==> src/rtl/candidate_sampler_pkg.sv <==
// candidate_sampler_pkg
// Shared types and constants for the candidate sampler stages:
//   - sampler_state_e : run FSM states
//   - CNT_W           : width of the run counters (attempts, tries, accepted)
//   - TAPS_W*         : Galois right-shift LFSR tap masks per supported width
//   - lfsr_taps()     : tap mask lookup for a given LFSR width
//   - lfsr_width_ok() : legality check for the LFSR width parameter
package candidate_sampler_pkg;

    localparam int unsigned CNT_W = 16;

    typedef enum logic [2:0] {
        IDLE  = 3'd0,
        GEN   = 3'd1,
        CHECK = 3'd2,
        DONE  = 3'd3,
        FAIL  = 3'd4
    } sampler_state_e;

    localparam logic [63:0] TAPS_W16 = 64'h0000_0000_0000_B400;
    localparam logic [63:0] TAPS_W32 = 64'h0000_0000_8020_0003;
    localparam logic [63:0] TAPS_W64 = 64'hD800_0000_0000_0000;

    // Tap mask for the requested width; unsupported widths yield zero and are
    // rejected at elaboration by the sampler itself.
    function automatic logic [63:0] lfsr_taps(input int unsigned width);
        logic [63:0] taps;
        case (width)
            32'd16:  taps = TAPS_W16;
            32'd32:  taps = TAPS_W32;
            32'd64:  taps = TAPS_W64;
            default: taps = 64'h0000_0000_0000_0000;
        endcase
        return taps;
    endfunction

    function automatic logic lfsr_width_ok(input int unsigned width);
        return (width == 32'd16) || (width == 32'd32) || (width == 32'd64);
    endfunction

endpackage

==> src/rtl/candidate_sampler_if.sv <==
// candidate_sampler_if
// Valid/ready sample stream carrying accepted candidates.
//   sample_data  : FIFO head (W bits)
//   sample_valid : FIFO non-empty
//   sample_ready : consumer accepts the head this cycle
// master = producing sampler, slave = consumer.
interface candidate_sampler_if #(
    parameter int unsigned W = 32
) ();
    logic [W-1:0] sample_data;
    logic         sample_valid;
    logic         sample_ready;

    modport master (
        output sample_data,
        output sample_valid,
        input  sample_ready
    );

    modport slave (
        input  sample_data,
        input  sample_valid,
        output sample_ready
    );
endinterface

==> src/rtl/sampler_fifo.sv <==
// sampler_fifo
// Small synchronous FIFO shared by the sampler stages.
//   clk, rst_n : clock, asynchronous active-low reset (empties the FIFO)
//   push       : write push_data; honoured when not full, or when full and a
//                pop happens in the same cycle (count unchanged)
//   pop        : drop the head; ignored when empty
//   full/empty : occupancy flags
//   head       : oldest entry
// DEPTH must be a power of two and at least 2 so the pointers wrap naturally.
module sampler_fifo #(
    parameter int unsigned WIDTH = 32,
    parameter int unsigned DEPTH = 4
) (
    input  logic             clk,
    input  logic             rst_n,
    input  logic             push,
    input  logic [WIDTH-1:0] push_data,
    input  logic             pop,
    output logic             full,
    output logic             empty,
    output logic [WIDTH-1:0] head
);

    localparam int unsigned    AW       = $clog2(DEPTH);
    localparam logic [AW:0]    FULL_CNT = (AW+1)'(DEPTH);

    if ((DEPTH < 2) || ((DEPTH & (DEPTH - 1)) != 0)) begin : g_bad_depth
        $error("sampler_fifo: DEPTH must be a power of two and at least 2");
    end

    logic [WIDTH-1:0] mem_r [DEPTH];
    logic [AW-1:0]    wr_ptr_r;
    logic [AW-1:0]    rd_ptr_r;
    logic [AW:0]      count_r;
    logic             full_s;
    logic             empty_s;
    logic             do_push_s;
    logic             do_pop_s;

    assign full_s  = (count_r == FULL_CNT);
    assign empty_s = (count_r == {(AW+1){1'b0}});
    assign full    = full_s;
    assign empty   = empty_s;
    assign head    = mem_r[rd_ptr_r];

    // Qualify requests: pop needs data; push may use the slot freed by a pop.
    always_comb begin
        do_pop_s  = pop && !empty_s;
        do_push_s = push && (!full_s || do_pop_s);
    end

    // Storage, pointers and occupancy.
    always_ff @(posedge clk or negedge rst_n) begin
        if (!rst_n) begin
            wr_ptr_r <= {AW{1'b0}};
            rd_ptr_r <= {AW{1'b0}};
            count_r  <= {(AW+1){1'b0}};
            for (int i = 0; i < DEPTH; i++) begin
                mem_r[i] <= {WIDTH{1'b0}};
            end
        end else begin
            if (do_push_s) begin
                mem_r[wr_ptr_r] <= push_data;
                wr_ptr_r        <= wr_ptr_r + AW'(1);
            end
            if (do_pop_s) begin
                rd_ptr_r <= rd_ptr_r + AW'(1);
            end
            case ({do_push_s, do_pop_s})
                2'b10:   count_r <= count_r + (AW+1)'(1);
                2'b01:   count_r <= count_r - (AW+1)'(1);
                default: count_r <= count_r;
            endcase
        end
    end

endmodule

==> src/rtl/candidate_sampler.sv <==
// candidate_sampler
// Rejection sampler in front of a generated constraint checker. A Galois LFSR
// proposes candidates on `cand`; the checker answers combinationally on `sat`.
// Accepted candidates are queued and streamed out until num_samples have been
// accepted (done) or MAX_TRIES consecutive rejections occur (fail).
//   clk, rst_n   : clock, asynchronous active-low reset (aborts run, flushes FIFO)
//   start        : begin a run (honoured in IDLE, DONE or FAIL)
//   num_samples  : samples to accept, captured on start
//   cand / sat   : candidate to checker / checker verdict
//   smp          : sample stream (master side of candidate_sampler_if)
//   busy         : run in progress (GEN or CHECK)
//   done / fail  : run result, held until the next start
//   attempts     : candidates checked this run, saturating
// Optional: define CANDIDATE_SAMPLER_DEDUP_EN to reject a satisfied candidate
// equal to the previously accepted one.
module candidate_sampler
    import candidate_sampler_pkg::*;
#(
    parameter int unsigned LFSR_W     = 32,
    parameter logic [63:0] SEED       = 64'h0000_0000_0000_0001,
    parameter int unsigned MAX_TRIES  = 1024,
    parameter int unsigned FIFO_DEPTH = 4
) (
    input  logic                clk,
    input  logic                rst_n,
    input  logic                start,
    input  logic [CNT_W-1:0]    num_samples,
    output logic [LFSR_W-1:0]   cand,
    input  logic                sat,
    candidate_sampler_if.master smp,
    output logic                busy,
    output logic                done,
    output logic                fail,
    output logic [CNT_W-1:0]    attempts
);

    localparam logic [63:0]       TAPS_ALL   = lfsr_taps(LFSR_W);
    localparam logic [LFSR_W-1:0] TAPS       = TAPS_ALL[LFSR_W-1:0];
    localparam logic [LFSR_W-1:0] SEED_TRUNC = SEED[LFSR_W-1:0];
    // An all-zero LFSR would lock up, so a zero seed is replaced by 1.
    localparam logic [LFSR_W-1:0] SEED_EFF   = (SEED_TRUNC == {LFSR_W{1'b0}}) ?
                                               {{(LFSR_W-1){1'b0}}, 1'b1} : SEED_TRUNC;
    localparam logic [CNT_W-1:0]  MAX_TRIES_C = CNT_W'(MAX_TRIES);

    if (!lfsr_width_ok(LFSR_W)) begin : g_bad_lfsr_w
        $error("candidate_sampler: LFSR_W must be 16, 32 or 64");
    end
    if ((MAX_TRIES < 1) || (MAX_TRIES > 65535)) begin : g_bad_max_tries
        $error("candidate_sampler: MAX_TRIES must be in 1..65535");
    end

    sampler_state_e    state_r, state_nx;
    logic [LFSR_W-1:0] lfsr_r, lfsr_nx;
    logic [LFSR_W-1:0] lfsr_step_s;
    logic [LFSR_W-1:0] cand_r, cand_nx;
    logic [CNT_W-1:0]  attempts_r, attempts_nx;
    logic [CNT_W-1:0]  accepted_r, accepted_nx;
    logic [CNT_W-1:0]  tries_r, tries_nx;
    logic [CNT_W-1:0]  target_r, target_nx;
    logic [CNT_W-1:0]  accepted_inc_s;
    logic [CNT_W-1:0]  tries_inc_s;
    logic              stall_r, stall_nx;
    logic              busy_r, done_r, fail_r;
    logic              push_s;
    logic              pop_s;
    logic              run_start_s;
    logic              dup_s;
    logic              fifo_full_s;
    logic              fifo_empty_s;
    logic              fifo_can_push_s;
    logic [LFSR_W-1:0] fifo_head_s;

    assign lfsr_step_s     = (lfsr_r >> 1) ^ (lfsr_r[0] ? TAPS : {LFSR_W{1'b0}});
    assign accepted_inc_s  = accepted_r + CNT_W'(1);
    assign tries_inc_s     = tries_r + CNT_W'(1);
    assign pop_s           = !fifo_empty_s && smp.sample_ready;
    // A full FIFO still takes a push when its head leaves in the same cycle.
    assign fifo_can_push_s = !fifo_full_s || pop_s;

    assign cand             = cand_r;
    assign busy             = busy_r;
    assign done             = done_r;
    assign fail             = fail_r;
    assign attempts         = attempts_r;
    assign smp.sample_data  = fifo_head_s;
    assign smp.sample_valid = !fifo_empty_s;

`ifdef CANDIDATE_SAMPLER_DEDUP_EN
    logic              dedup_valid_r;
    logic [LFSR_W-1:0] dedup_last_r;

    // Remember the most recently accepted candidate of the current run.
    always_ff @(posedge clk or negedge rst_n) begin
        if (!rst_n) begin
            dedup_valid_r <= 1'b0;
            dedup_last_r  <= {LFSR_W{1'b0}};
        end else if (run_start_s) begin
            dedup_valid_r <= 1'b0;
        end else if (push_s) begin
            dedup_valid_r <= 1'b1;
            dedup_last_r  <= cand_r;
        end
    end

    assign dup_s = dedup_valid_r && (cand_r == dedup_last_r);
`else
    assign dup_s = 1'b0;
`endif

    // Next-state and datapath decisions of the run FSM.
    always_comb begin
        state_nx    = state_r;
        lfsr_nx     = lfsr_r;
        cand_nx     = cand_r;
        attempts_nx = attempts_r;
        accepted_nx = accepted_r;
        tries_nx    = tries_r;
        target_nx   = target_r;
        stall_nx    = 1'b0;
        push_s      = 1'b0;
        run_start_s = 1'b0;
        case (state_r)
            IDLE, DONE, FAIL: begin
                if (start) begin
                    run_start_s = 1'b1;
                    target_nx   = num_samples;
                    attempts_nx = {CNT_W{1'b0}};
                    accepted_nx = {CNT_W{1'b0}};
                    tries_nx    = {CNT_W{1'b0}};
                    if (num_samples == {CNT_W{1'b0}}) begin
                        state_nx = DONE;
                    end else begin
                        state_nx = GEN;
                    end
                end else begin
                    state_nx = state_r;
                end
            end
            GEN: begin
                lfsr_nx  = lfsr_step_s;
                cand_nx  = lfsr_step_s;
                state_nx = CHECK;
            end
            CHECK: begin
                // Count each candidate once, not once per stalled cycle.
                if (!stall_r && (attempts_r != {CNT_W{1'b1}})) begin
                    attempts_nx = attempts_r + CNT_W'(1);
                end else begin
                    attempts_nx = attempts_r;
                end
                if (sat && !dup_s) begin
                    if (fifo_can_push_s) begin
                        push_s      = 1'b1;
                        accepted_nx = accepted_inc_s;
                        tries_nx    = {CNT_W{1'b0}};
                        if (accepted_inc_s == target_r) begin
                            state_nx = DONE;
                        end else begin
                            state_nx = GEN;
                        end
                    end else begin
                        stall_nx = 1'b1;
                        state_nx = CHECK;
                    end
                end else begin
                    tries_nx = tries_inc_s;
                    if (tries_inc_s == MAX_TRIES_C) begin
                        state_nx = FAIL;
                    end else begin
                        state_nx = GEN;
                    end
                end
            end
            default: begin
                state_nx = IDLE;
            end
        endcase
    end

    // FSM state, LFSR, counters and registered status outputs.
    always_ff @(posedge clk or negedge rst_n) begin
        if (!rst_n) begin
            state_r    <= IDLE;
            lfsr_r     <= SEED_EFF;
            cand_r     <= {LFSR_W{1'b0}};
            attempts_r <= {CNT_W{1'b0}};
            accepted_r <= {CNT_W{1'b0}};
            tries_r    <= {CNT_W{1'b0}};
            target_r   <= {CNT_W{1'b0}};
            stall_r    <= 1'b0;
            busy_r     <= 1'b0;
            done_r     <= 1'b0;
            fail_r     <= 1'b0;
        end else begin
            state_r    <= state_nx;
            lfsr_r     <= lfsr_nx;
            cand_r     <= cand_nx;
            attempts_r <= attempts_nx;
            accepted_r <= accepted_nx;
            tries_r    <= tries_nx;
            target_r   <= target_nx;
            stall_r    <= stall_nx;
            busy_r     <= (state_nx == GEN) || (state_nx == CHECK);
            done_r     <= (state_nx == DONE);
            fail_r     <= (state_nx == FAIL);
        end
    end

    sampler_fifo #(
        .WIDTH (LFSR_W),
        .DEPTH (FIFO_DEPTH)
    ) u_fifo (
        .clk       (clk),
        .rst_n     (rst_n),
        .push      (push_s),
        .push_data (cand_r),
        .pop       (pop_s),
        .full      (fifo_full_s),
        .empty     (fifo_empty_s),
        .head      (fifo_head_s)
    );

endmodule

==> src/flat_wrapper.sv <==
// flat-port wrapper written by rule: the top's interface ports become plain ports
module candidate_sampler_flat import candidate_sampler_pkg::*;
#(
    parameter int unsigned LFSR_W     = 32,
    parameter logic [63:0] SEED       = 64'h0000_0000_0000_0001,
    parameter int unsigned MAX_TRIES  = 1024,
    parameter int unsigned FIFO_DEPTH = 4
)
  (clk, rst_n, start, num_samples, cand, sat, busy, done, fail, attempts, smp_sample_data, smp_sample_valid, smp_sample_ready);
  candidate_sampler_if #(.W((32))) smp_i ();
  input  logic clk;
  input  logic rst_n;
  input  logic start;
  input  logic [CNT_W-1:0] num_samples;
  output logic [LFSR_W-1:0] cand;
  input  logic sat;
  output logic busy;
  output logic done;
  output logic fail;
  output logic [CNT_W-1:0] attempts;
  output wire logic [$bits(smp_i.sample_data)-1:0] smp_sample_data;
  output wire logic [$bits(smp_i.sample_valid)-1:0] smp_sample_valid;
  input wire logic [$bits(smp_i.sample_ready)-1:0] smp_sample_ready;
  assign smp_sample_data = smp_i.sample_data;
  assign smp_sample_valid = smp_i.sample_valid;
  assign smp_i.sample_ready = smp_sample_ready;
  candidate_sampler #(.LFSR_W(LFSR_W), .SEED(SEED), .MAX_TRIES(MAX_TRIES), .FIFO_DEPTH(FIFO_DEPTH)) u_core (.clk(clk), .rst_n(rst_n), .start(start), .num_samples(num_samples), .cand(cand), .sat(sat), .smp(smp_i), .busy(busy), .done(done), .fail(fail), .attempts(attempts));
endmodule
==> config.mk <==
export PLATFORM = sky130hd
export DESIGN_NAME = candidate_sampler_flat
export DESIGN_NICKNAME = d
export VERILOG_FILES = /design/src/rtl/candidate_sampler_pkg.sv /design/src/rtl/candidate_sampler_if.sv /design/src/rtl/sampler_fifo.sv /design/src/rtl/candidate_sampler.sv /design/src/flat_wrapper.sv
export SDC_FILE = /design/constraint.sdc
export NUM_CORES = 1
export LEC_CHECK = 0
export CORE_MARGIN = 2
export CORE_UTILIZATION = 52
export CTS_CLUSTER_SIZE = 28
export DETAILED_ROUTE_END_ITERATION = 7
export PLACE_DENSITY = 0.81
export SKIP_CTS_REPAIR_TIMING = 1
export SYNTH_ARGS = -nofsm -noshare
export SYNTH_HDL_FRONTEND = slang
export SYNTH_SLANG_ARGS = --single-unit
==> constraint.sdc <==
create_clock -name clk -period 7.3 [get_ports clk]
set_clock_uncertainty 0.1 [all_clocks]
set_input_delay 1.095 -clock clk [delete_from_list [all_inputs] [get_ports clk]]
set_output_delay 1.095 -clock clk [all_outputs]
set_load 0.01 [all_outputs]
==> run_results.csv, run 1 <==
group,metric,value,unit
routing,post-route-drc-count,0,
yosys,synth_compound_area_share,6.18,%
timing,hold_viol,0,
worst_setup_path,path_cells,"clkdlybuf4s50_1, nand2_1, nor2_1, inv_1, ha_1, inv_1, fa_1, xor2_1, nor2_1, xor2_1",
yosys,synth.avg_cell_area,12.2,um^2
power,vdd_drop_max,0.188,mV
routing,routedWlPerCell,18.1,um
worst_setup_path,path_delay_family,"buffers and inverters",
yosys,syn-num-nets,969,
worst_setup_path,crit_cells,10,
routing,drtIter0Drc,433,
timing,worst_pin_slew,1.25,ns
worst_setup_path,cp.required,7.61,ns
finish,fin_nets,1026,
clocking,cts-root-buf,"clkbuf_16",
grt,gr-total-overflow,0,
place,port_buffers,104,
power,leakage,0.00595,uW
yosys,synthMuxAreaShare,22.2,%
finish,final_cell_area,13300,um^2
yosys,ys.flop_type,"dfrtp_1",
worst_setup_path,end_kind,"register",
routing,ant_nets,0,
clocking,cts-htree-levels,1,
place,gp_congestion,0.826,
routing,drt-pass1-iter-count,5,
yosys,ys_async_sr_fraction,100,%
yosys,yosysMostFrequentCell,"dfrtp_1",
clocking,clock_sinks,239,
worst_setup_path,slowest_delay,0.73,ns
yosys,synthDominantCellAreaShare,52.2,%
clocking,clk_latency,0.54,ns
yosys,synth_edf_count,0,
finish,fillerInstances,1657,
yosys,synth-simple-area-share,10.1,%
place,dpl-instance-area,12500,um^2
worst_setup_path,rrSetupSlack,3.52,ns
worst_setup_path,cp-startpoint,"sat",
grt,grt_usage,20.2,%
finish,drive_above_1_share,25.2,%
routing,vias,7478,
yosys,ys_top_cells_by_area,"dfrtp_1 52%, mux2_2 16%, mux4_2 6.3%",
routing,totalWireLength,23500,um
finish,area_delta_synth_final,16.8,%
power,power.density,395,nW/um^2
clocking,cts_buffers,25,
grt,grt_pass1_vias,7564,
clocking,cts_tree,"built",
floorplanning,start_util,52.7,%
timing,rsz0062_at_grt,"false",
worst_setup_path,critPathSlowestCell,"nor2_1",
timing,slew_headroom,16.7,%
worst_setup_path,rr_endpoint,"u_core.u_fifo.count_r[2]$_DFFE_PN0P_",
yosys,yosysWarnings,0,
timing,fin_tns_setup,0,ns
finish,n_antenna_cell,0,
floorplanning,core,21700,um^2
yosys,yosys.area_share.xor_xnor,3.80,%
yosys,synth_cells,939,
yosys,ys_seq_area_share,52.4,%
floorplanning,die-width,152,um
yosys,ys_ff_latch,239,
outcome,outcome,"complete, no violations",
yosys,synthTopCellsByCount,"238 x dfrtp_1, 159 x mux2_2, 100 x nand2_1",
timing,drv_slew,0,
grt,antenna_found_initial,0,
worst_setup_path,path_class,"in -> reg",
worst_setup_path,crit_end,"u_core.u_fifo.count_r[2]$_DFFE_PN0P_",
worst_setup_path,rr_startpoint,"u_core.state_r[0]$_DFF_PN0_",
timing,setup_viol,0,
flow_run,maxCapViolCount,0,
worst_setup_path,reg2reg_depth,10,
floorplanning,fp.dieH,152,um
yosys,ys_types,61,
timing,layout_min_cycle_time,3.85,ns
power,total_power,5260,uW
grt,grt_max_degree,133,
floorplanning,die_area,23200,um^2
clocking,path_clk_slew,0.06,ns
worst_setup_path,worstPathArrival,4.16,ns
yosys,synth_fa_ha_area_share,1.05,%
yosys,synth_top_family_by_area,"multiplexers",
yosys,synth_top_area_cell,"dfrtp_1",
routing,via_per_inst,5.77,
timing,max_freq,260,MHz
worst_setup_path,crit_path_start_kind,"primary input",
worst_hold_path,hold_path_class,"reg -> reg",
floorplanning,rows,54,
timing,fin_crit_sh,52.8,%
yosys,synth_area,11400,um^2
clocking,clk_path_buf_depth,3,
worst_setup_path,critPathMaxFanout,21,
grt,grt_first_pass_wirelength,39000,um
worst_setup_path,critPathBufInv,3,
floorplanning,io_pins,105,
place,hpwl,14600,um
## stage by stage
| step | cells | worst slack, ns | hold WS (ns) | utilization, % |
|---|---|---|---|---|
| CTS | 1295 | 3.42 | 0.376 | 61.5 |
| global placement | 1249 | 3.04 | 0.362 | 57.5 |
| detailed placement | 1249 | 2.91 | 0.365 | 57.5 |
| finish | 1295 | 3.45 | 0.379 | 61.5 |
| floorplan | 939 | 3.75 | 0.360 | - |
| global route | 1295 | 3.24 | 0.383 | 61.5 |
## cells in the final DEF, fill, tap and decap left out, types with 8 or more instances in the layout
master / synthesis / routed
clkbuf_16: 0 / 25
nor4_1: 8 / 8
a21oi_1: 17 / 17
inv_1: 15 / 15
xor2_1: 19 / 19
mux2_2: 159 / 159
dfrtp_1: 238 / 237
nand4_1: 12 / 12
ha_1: 8 / 8
o21ai_0: 59 / 57
nand2_1: 100 / 100
xnor2_1: 28 / 28
or3_1: 8 / 8
nand3_1: 23 / 23
o31ai_1: 10 / 10
nor2_1: 47 / 46
clkdlybuf4s50_1: 0 / 103
mux4_2: 32 / 32
## logic make-up after synthesis
kind of cell	count (synthesis)
AND/OR/NAND/NOR	239
flip-flops	239
multiplexers	193
AO/OA/AOI/OAI	114
buffers and inverters	97
XOR/XNOR	48
adder cells (fa/ha/maj)	9
## layout make-up
type                       count  area (um^2)  share of cell area [%]
sequential                   239         5980                    44.9
multi-input combinational    603         4950                    37.2
timing repair buffer         112         1120                    8.39
inverter                      15         56.3                   0.422
tap                          280          350                    2.63
clock inverter                11          148                    1.11
clock buffer                  35          723                    5.42
## report_power, final
group | leakage [uW] | switching, uW | total (uW) | internal, uW
combinational | 0.00238 | 741 | 1780 | 1040
clock | 0.000432 | 534 | 1330 | 801
sequential | 0.00314 | 391 | 2150 | 1760
total | 0.00595 | 1670 | 5260 | 3600
## state kept, by name, indices dropped and copies added, names as in the netlist, 2 cells and up
| name | count |
|---|---|
| u_core.tries_r | 16 |
| u_core.u_fifo.wr_ptr_r | 2 |
| u_core.u_fifo.count_r | 3 |
| u_core.target_r | 16 |
| u_core.u_fifo.mem_r | 128 |
| u_core.cand | 32 |
| u_core.attempts | 16 |
| u_core.u_fifo.rd_ptr_r | 2 |
| u_core.accepted_r | 16 |
| u_core.state_r | 3 |
## worst min-delay path by stage
stage	startpoint	endpoint	slack, ns	depth (start not counted)
final	u_core.u_fifo.rd_ptr_r[0]$_DFFE_PN0P_	u_core.u_fifo.rd_ptr_r[0]$_DFFE_PN0P_	0.38	1
after global routing	u_core.u_fifo.rd_ptr_r[0]$_DFFE_PN0P_	u_core.u_fifo.rd_ptr_r[0]$_DFFE_PN0P_	0.38	1
after CTS	u_core.u_fifo.rd_ptr_r[0]$_DFFE_PN0P_	u_core.u_fifo.rd_ptr_r[0]$_DFFE_PN0P_	0.38	1
after detailed placement	u_core.u_fifo.rd_ptr_r[0]$_DFFE_PN0P_	u_core.u_fifo.rd_ptr_r[0]$_DFFE_PN0P_	0.36	1
after global placement	u_core.u_fifo.rd_ptr_r[0]$_DFFE_PN0P_	u_core.u_fifo.rd_ptr_r[0]$_DFFE_PN0P_	0.36	1
after floorplan	u_core.u_fifo.count_r[2]$_DFFE_PN0P_	u_core.u_fifo.count_r[2]$_DFFE_PN0P_	0.36	1
## layer usage
layer,track usage [%],vias to the layer above,routed length (um)
met5,0,-,0
met1,27.1,3821,10200
li1,-,3446,-
met2,34.2,175,11600
met3,3.98,36,1160
met4,5.03,0,498
Power figures use the tool's default switching activity.
==> inputs of run 2 (changes only) <==
==> constraint.sdc (replaced) <==
create_clock -name clk -period 3.8 [get_ports clk]
set_clock_uncertainty 0.1 [all_clocks]
set_input_delay 0.57 -clock clk [delete_from_list [all_inputs] [get_ports clk]]
set_output_delay 0.57 -clock clk [all_outputs]
set_load 0.01 [all_outputs]
==> run_results.csv, run 2 (synthesis gave the netlist of run 1 again) <==
group,metric,value,unit
routing,post-route-drc-count,0,
grt,gr-total-overflow,0,
clocking,clock_sinks,239,
grt,grt_first_pass_wirelength,39200,um
worst_setup_path,crit_path_start_kind,"register",
routing,ant_nets,0,
clocking,cts-htree-levels,1,
power,power.density,756,nW/um^2
timing,hold_viol,3,
grt,grt_usage,20.3,%
clocking,clk_path_buf_depth,3,
power,p_int,7020,uW
floorplanning,fp.dieH,152,um
clocking,clk_latency,0.51,ns
finish,layout_commonest_cell,"dfrtp_1",
timing,hold_ws,-0.00177,ns
place,hpwl,14900,um
place,gp_congestion,0.813,
finish,regMostFlops,"u_core.u_fifo.mem_r",
timing,drv_slew,0,
power,total_power,10200,uW
worst_hold_path,hold_path_class,"in -> async",
routing,via_per_inst,5.67,
clocking,cts-root-buf,"clkbuf_16",
clocking,path_clk_slew,0.06,ns
worst_setup_path,critPathBufInv,2,
power,netSwitchingFraction,31.0,%
floorplanning,die-width,152,um
routing,drtIter0Drc,500,
routing,vias,7385,
timing,layout_min_cycle_time,3.22,ns
finish,largest_reg_flops,128,
worst_setup_path,cp.required,3.13,ns
timing,fin_crit_sh,84.6,%
floorplanning,die_area,23200,um^2
finish,fin_nets,1035,
grt,antenna_found_initial,0,
timing,fin_tns_setup,0,ns
routing,wl_met2,11400,um
floorplanning,core,21700,um^2
worst_setup_path,path_class,"reg -> out",
place,port_buffers,104,
power,leakage,0.00601,uW
timing,max_freq,311,MHz
timing,worst_pin_slew,1.10,ns
worst_setup_path,rr_startpoint,"u_core.accepted_r[0]$_DFFE_PN0P_",
routing,routedWlPerCell,17.7,um
routing,dr_wl_met3,1280,um
worst_setup_path,rrSetupSlack,0.98,ns
worst_setup_path,critPathMaxFanout,23,
worst_setup_path,end_kind,"output pin",
routing,top_layer_used,"met4",
flow_run,maxCapViolCount,0,
grt,grt_max_degree,104,
power,switching_power,3150,uW
outcome,violations,"hold timing",
worst_setup_path,critPathSlowestCell,"dfrtp_1",
power,combPwrFrac,33.5,%
routing,totalWireLength,23000,um
worst_setup_path,path_delay_family,"buffers and inverters",
clocking,cts_tree,"built",
outcome,outcome,"complete, but fails checks",
timing,slew_headroom,26.2,%
floorplanning,start_util,52.7,%
worst_setup_path,worstPathArrival,2.55,ns
timing,setup_viol,0,
clocking,cts_buffers,25,
finish,mostFrequentLayoutCells,"237 x dfrtp_1, 159 x mux2_2, 103 x clkdlybuf4s50_1, 100 x nand2_1, 58 x o21ai_0",
floorplanning,io_pins,105,
finish,area_delta_synth_final,17.7,%
worst_setup_path,path_cells,"buf_4, mux4_2, clkdlybuf4s50_1",
power,p_seq_share,41.0,%
power,vdd_drop_max,0.350,mV
finish,n_antenna_cell,0,
finish,drive_above_1_share,26.0,%
grt,grt_pass1_vias,7612,
worst_setup_path,cp-startpoint,"u_core.u_fifo.rd_ptr_r[1]$_DFFE_PN0P_",
worst_setup_path,slowest_delay,0.68,ns
power,clockPowerShare,25.4,%
routing,wl_met1,10100,um
routing,drt-pass1-iter-count,5,
timing,rsz0062_at_grt,"false",
floorplanning,rows,54,
==> run 2: cell types whose count changed in the layout (fill, tap and decap cells not counted) <==
| cell | before | now |
|---|---|---|
| buf_12 | 1 | 3 |
| buf_4 | 7 | 14 |
| bufinv_16 | 3 | 4 |
| clkbuf_1 | 4 | 2 |
| clkbuf_8 | 6 | 7 |
| clkinv_2 | 6 | 5 |
| clkinv_4 | 0 | 1 |
| inv_16 | 1 | 0 |
| o21ai_0 | 57 | 58 |
| o21ai_1 | 2 | 1 |
==> run 2: path summary, 6_finish.rpt <==
kind / cells past startpoint / to
max: 3 / smp_sample_data[30]
min: 1 / u_core.u_fifo.mem_r[110]$_DFFE_PN0P_
max reg2reg: 8 / u_core.busy$_DFF_PN0_
min reg2reg: 2 / u_core.target_r[0]$_DFFE_PN0P_
max in group asynchronous: 2 / u_core.lfsr_r[0]$_DFFE_PN1P_
min in group clk: 2 / u_core.target_r[0]$_DFFE_PN0P_
==> run 2: power groups by stage <==
stage	clock network, uW	registers, uW	logic (uW)
2_1_floorplan	0	3880	2470
6_report	2590	4170	3410
3_5_place_dp	0	4210	3460
4_1_cts	2650	4180	3470
3_3_place_gp	0	4140	3340
5_1_grt	2760	4320	3700
==> run 2: final cells by class <==
type | instances | area [um^2]
Tap cell | 280 | 350
Multi-Input combinational cell | 603 | 4950
Fill cell | 1647 | 8240
Inverter | 15 | 56.3
Timing Repair Buffer | 121 | 1210
Clock buffer | 34 | 729
Clock inverter | 11 | 161
Sequential cell | 239 | 5980
==> run 2: through the flow <==
stage          area (um^2)  utilization (%)  instances  setup WS (ns)
2_1_floorplan        11400                -        939          0.774
3_3_place_gp         12600             57.9       1258          0.870
3_5_place_dp         12600             57.9       1258          0.697
4_1_cts              13400             62.0       1303          0.535
5_1_grt              13400             62.0       1303          0.443
6_report             13400             62.0       1303          0.584
==> run 2: routing by layer <==
metal	vias up	global-route usage, %
met5	-	0
met4	0	4.01
met1	3737	27.4
li1	3459	-
met3	25	4.21
met2	164	34.4
